## src/rtl/dm_arbiter.sv

```systemverilog
// dm_arbiter: two-master, single-slave arbiter in front of a memory bridge.
// Ownership is a registered state (NONE / M0 / M1) with a per-owner hold
// counter bounding how long one master may keep the bus while the other waits.
// Ties from NONE go to the master that was not served last.
//
// Handshake: a master raises req_x with a stable addr/wdata/byteen payload and
// holds it until granted. A transfer happens in every cycle where gnt_x and
// req_x are both high (one per cycle). Dropping req_x while granted means no
// transfer that cycle (bus outputs go to zero), and ownership is released at
// the next rising edge. Read data (bus_rdata) is returned in the same cycle and
// flagged by rvalid_x.
module dm_arbiter #(
    parameter int unsigned MAX_HOLD = 4
) (
    input  logic        clk,
    input  logic        reset,
    input  logic        req_0,
    input  logic [31:0] addr_0,
    input  logic [31:0] wdata_0,
    input  logic [3:0]  byteen_0,
    input  logic        req_1,
    input  logic [31:0] addr_1,
    input  logic [31:0] wdata_1,
    input  logic [3:0]  byteen_1,
    output logic        gnt_0,
    output logic        gnt_1,
    output logic        rvalid_0,
    output logic        rvalid_1,
    output logic [31:0] rdata,
    output logic [31:0] bus_addr,
    output logic [31:0] bus_wdata,
    output logic [3:0]  bus_byteen,
    input  logic [31:0] bus_rdata,
    output logic [1:0]  dbg_owner,
    output logic [3:0]  dbg_hold_cnt,
    output logic        dbg_last_served
);

    // Owner encoding is one-hot per master so each grant is a bare flop bit.
    typedef enum logic [1:0] {
        OWN_NONE = 2'b00,
        OWN_M0   = 2'b01,
        OWN_M1   = 2'b10
    } owner_e;

    localparam logic [3:0] HOLD_LIMIT = 4'(MAX_HOLD);

    owner_e     owner_q;
    owner_e     owner_d;
    logic       last_q;     // 0: M0 served last, 1: M1 served last
    logic       last_d;
    logic [3:0] hold_q;
    logic [3:0] hold_d;
    logic [3:0] hold_after; // hold count including this cycle's transfer
    logic       xfer;

    assign gnt_0           = owner_q[0];
    assign gnt_1           = owner_q[1];
    assign dbg_owner       = owner_q;
    assign dbg_hold_cnt    = hold_q;
    assign dbg_last_served = last_q;

    // State register: owner, last-served flag and hold counter.
    always_ff @(posedge clk or negedge reset) begin
        if (!reset) begin
            owner_q <= OWN_NONE;
            last_q  <= 1'b1;
            hold_q  <= 4'd0;
        end else begin
            owner_q <= owner_d;
            last_q  <= last_d;
            hold_q  <= hold_d;
        end
    end

    // Next-state: arbitration decision, hold counting and last-served update.
    // The hold limit is compared against the count that includes the current
    // transfer, so an owner gets exactly MAX_HOLD transfers while contended.
    always_comb begin
        owner_d    = owner_q;
        xfer       = (gnt_0 & req_0) | (gnt_1 & req_1);
        hold_after = hold_q;
        if (xfer && hold_q != 4'hF) begin
            hold_after = hold_q + 4'd1;
        end
        case (owner_q)
            OWN_NONE: begin
                if (req_0 && req_1) begin
                    owner_d = last_q ? OWN_M0 : OWN_M1;
                end else if (req_0) begin
                    owner_d = OWN_M0;
                end else if (req_1) begin
                    owner_d = OWN_M1;
                end else begin
                    owner_d = OWN_NONE;
                end
            end
            OWN_M0: begin
                if (!req_0) begin
                    owner_d = req_1 ? OWN_M1 : OWN_NONE;
                end else if (req_1 && hold_after >= HOLD_LIMIT) begin
                    owner_d = OWN_M1;
                end else begin
                    owner_d = OWN_M0;
                end
            end
            OWN_M1: begin
                if (!req_1) begin
                    owner_d = req_0 ? OWN_M0 : OWN_NONE;
                end else if (req_0 && hold_after >= HOLD_LIMIT) begin
                    owner_d = OWN_M0;
                end else begin
                    owner_d = OWN_M1;
                end
            end
            default: owner_d = OWN_NONE;
        endcase

        last_d = last_q;
        if (owner_d == OWN_M0 && owner_q != OWN_M0) begin
            last_d = 1'b0;
        end else if (owner_d == OWN_M1 && owner_q != OWN_M1) begin
            last_d = 1'b1;
        end

        hold_d = (owner_d != owner_q) ? 4'd0 : hold_after;
    end

    // Outputs: bus mux from the active owner, read-valid flags, shared rdata.
    always_comb begin
        bus_addr   = 32'h0;
        bus_wdata  = 32'h0;
        bus_byteen = 4'h0;
        if (gnt_0 && req_0) begin
            bus_addr   = addr_0;
            bus_wdata  = wdata_0;
            bus_byteen = byteen_0;
        end else if (gnt_1 && req_1) begin
            bus_addr   = addr_1;
            bus_wdata  = wdata_1;
            bus_byteen = byteen_1;
        end
        rvalid_0 = gnt_0 & req_0 & (byteen_0 == 4'h0);
        rvalid_1 = gnt_1 & req_1 & (byteen_1 == 4'h0);
        rdata    = bus_rdata;
    end

endmodule

```

## config.mk

```make
export PLATFORM = sky130hd
export DESIGN_NAME = dm_arbiter
export DESIGN_NICKNAME = d
export VERILOG_FILES = /design/src/rtl/dm_arbiter.sv
export SDC_FILE = /design/constraint.sdc
export NUM_CORES = 1
export LEC_CHECK = 0
export CORE_AREA = 2 2 109 111
export CTS_BUF_LIST = sky130_fd_sc_hd__clkbuf_16
export CTS_CLUSTER_SIZE = 28
export DETAILED_ROUTE_END_ITERATION = 16
export DIE_AREA = 0 0 111 113
export PLACE_DENSITY = 0.69
export RECOVER_POWER = 100
export SLEW_MARGIN = 20
export SYNTH_ARGS = -nofsm -noshare
export SYNTH_HDL_FRONTEND = slang
export SYNTH_SLANG_ARGS = --single-unit
```

## constraint.sdc

```tcl
create_clock -name clk -period 2 [get_ports clk]
set_input_delay 0.4 -clock clk [delete_from_list [all_inputs] [get_ports clk]]
set_output_delay 0.4 -clock clk [all_outputs]
set_load 0.02 [all_outputs]
```

==> reports/results.ini <==
[yosys]
muxShareOfSynthArea=0.01307
ys_seq_elements=7
synth-simple-area-share=0.1250
synth-compound-area-share=0.4771
syn_avg_cell_area_um2=8.146
synth_edf_count=0
synth_top_family_by_area=compound AO/OA/AOI/OAI gates
ys_warn_count=0
synth-async-reset-ratio=1.000
synthAdderAreaFrac=0.008170
syn_inst=188
synth-xor-area-share=0.01144
syn_nets=361
ys_types=40
synth-main-ff-cell=dfrtp_1
ys_seq_area_frac=0.1152
netlist_area_um2=1531

[finish]
syn_to_final_growth_pct=152.1
nFillCells=1166
final_cell_area_um2=3861
final_cells=524
fin_nets=555
num_antenna_cells=0
drive_gt1_frac=0.2887

[die]
io_pins=283
start_util=0.1359
row_count=39
fp.dieArea_um2=12540
die_w_um=111
die_h_um=113
core_area_um2=11270

[critical_path]
critPathSlowestCell=or4_1
crit_end=rvalid_1
rrSetupSlack_ns=0.24
critical-path-top-delay-family=simple AND/OR/NAND/NOR gates
cp.depth=4
crit_path_cell_trace=clkdlybuf4s50_1 > or4_1 > nor2_1 > buf_4
regToRegStartpoint=dbg_hold_cnt[0]
cp-end-kind=primary output
crit_start=byteen_1[0]
critPathMaxStageDelay_ns=0.48
crit_type=primary input to primary output
cp-start-kind=primary input
cp_num_buf_inv=2
arrival_ns=1.56
rr_worst_depth=5
cp.required_ns=1.60
r2r-end=dbg_owner[0]
cp_max_fo=2

[global_routing]
grt_max_degree=39
antenna_found_initial=0
grt_pass1_vias=2444
grt_pass1_wl_um=13780
overflow=0
grt_util_all_layers=0.1376

[place]
globalplace.congestion=0.8463
placed_cell_area_um2=3702
io_buffer_count=218
dpl.hpwl_um=7505
dp_cells=510

[cts]
cts.sink_count=7
htreeDepth=1
tritoncts=done
clockRootBuffer=clkbuf_16
cts_hold_buf=0
cts_buffers=3
path_clk_slew_ns=0.04
insertion_delay_ns=0.24
clock_path_buffers=2

[routing]
vias_per_cell=4.490
vias=2353
drtIter0Drc=125
wl_per_cell_um=18.84
ant_nets=0
wl_um=9870
first_pass_iters=4
drc=0

[power_and_ir_drop]
powerDensity_nw_per_um2=498.9
ir_worst_vdd_mv=0.2992
p_leak_nw=1.707

[timing]
fin_tns_setup_ns=0
slew_headroom=0.6588
hold_viol=0
fin_crit_sh=0.9816
rsz0062_at_grt=yes
final_max_slew_viol_count=0
worst_pin_slew_ns=0.5075
fmax_mhz=509.4
fin_skew_ns=0.003340
min_period_ns=1.963
setup_viol=0
fin_hold_ws_ns=0.5137

[outcome]
status=complete, no violations

[min_path]
holdCritPathClass=primary input to async pin

[job]
drv_cap=0

==> layout by cell type (no fill, tap or decap), types with 3 or more instances in the layout <==
master,instances
a22o_1,66
buf_12,4
buf_2,13
buf_4,39
buf_6,27
clkbuf_16,6
clkbuf_2,3
clkdlybuf4s50_1,134
dfrtp_1,6
dlygate4sd3_1,10
inv_1,3
nand2_1,8
nor2_1,7
nor3_1,4
o21ai_0,3
==> cell families after synthesis <==
| family | after synthesis |
|---|---|
| adder cells (fa/ha/maj) | 1 |
| flip-flops | 7 |
| AND/OR/NAND/NOR | 36 |
| AO/OA/AOI/OAI | 84 |
| XOR/XNOR | 2 |
| buffers and inverters | 56 |
| multiplexers | 2 |
==> power breakdown <==
part	leakage, nW	internal, W	switching (W)
Sequential	0.0906	0.000171	0.0000279
Clock	0.0423	0.000260	0.0000805
Combinational	1.57	0.000757	0.000630
Total	1.71	0.00119	0.000738
==> registers in the layout, indices dropped and copies added (netlist names) <==
| name | count |
|---|---|
| dbg_hold_cnt | 4 |
| dbg_last_served | 1 |
| dbg_owner | 2 |
==> timing repair <==
item                                    CTS  global route
cloned                                    3             4
hold endpoints to repair                  0             0
pin swaps                                 4            12
endpoints found under the setup margin   70            41
gates resized for setup                 311            58
setup buffers                             4             0
==> metrics by stage <==
| step | power (W) | setup WS [ns] | util |
|---|---|---|---|
| after floorplan | 0.0008938 | -0.04907 | - |
| after CTS | 0.001860 | 0.0004435 | 0.3245 |
| final | 0.001926 | 0.03672 | 0.3425 |
| after global routing | 0.002018 | -0.02261 | 0.3425 |
| after detailed placement | 0.001534 | -0.6494 | 0.3284 |
| after global placement | 0.001519 | -0.6429 | 0.3284 |
==> per-layer routing <==
metal | share of wire | wire length, um | global-route usage | vias up
met2 | 0.55 | 5463 | 0.2708 | 166
met3 | 0.081 | 795 | 0.03428 | 11
li1 | - | - | - | 1089
met1 | 0.35 | 3432 | 0.1462 | 1087
met5 | 0 | 0 | 0 | -
met4 | 0.018 | 178 | 0.03417 | 0
==> cell usage after synthesis (all sizes together) (2+ instances only) <==
cell type,count,area [um2]
clkbuf,8,31.28
nand2,9,33.78
a31oi,2,12.51
a21oi,2,10.01
nor2,8,32.54
mux2i,2,20.02
nor3b,2,15.01
and2,2,13.77
nor4,2,18.77
a22o,69,605.6
a211oi,3,32.53
buf,46,344.1
or4,2,15.01
o21ai,3,15.01
nor3,5,25.02
inv,2,7.510
dfrtp,6,150.1
==> how the worst min path moves through the flow <==
stage	to	slack (ns)	depth (start not counted)
detailed placement	dbg_last_served	0.56	2
global placement	dbg_last_served	0.54	2
floorplan	dbg_hold_cnt[0]	0.10	0
finish	dbg_owner[0]	0.51	1
CTS	dbg_owner[0]	0.46	1
global route	dbg_owner[0]	0.54	1
==> worst reg2reg max path, stage by stage, from the launching register on <==
cell,delay (ns)
dfrtp_1,0.40
ha_1,0.29
nand2_1,0.15
nor4_2,0.09
or4_1,0.52
a31oi_1,0.21
==> area by class of cell <==
cell class	count	area, um2	share of cell area
clock inverters	1	3.754	0.0009721
flip-flops and latches	7	176.4	0.04569
inverters	2	7.507	0.001944
repair buffers	243	2416	0.6257
well taps	143	178.9	0.04634
multi-input cells	125	1003	0.2599
clock buffers	3	75.07	0.01944
No activity file was read; power rests on OpenSTA's default activity.
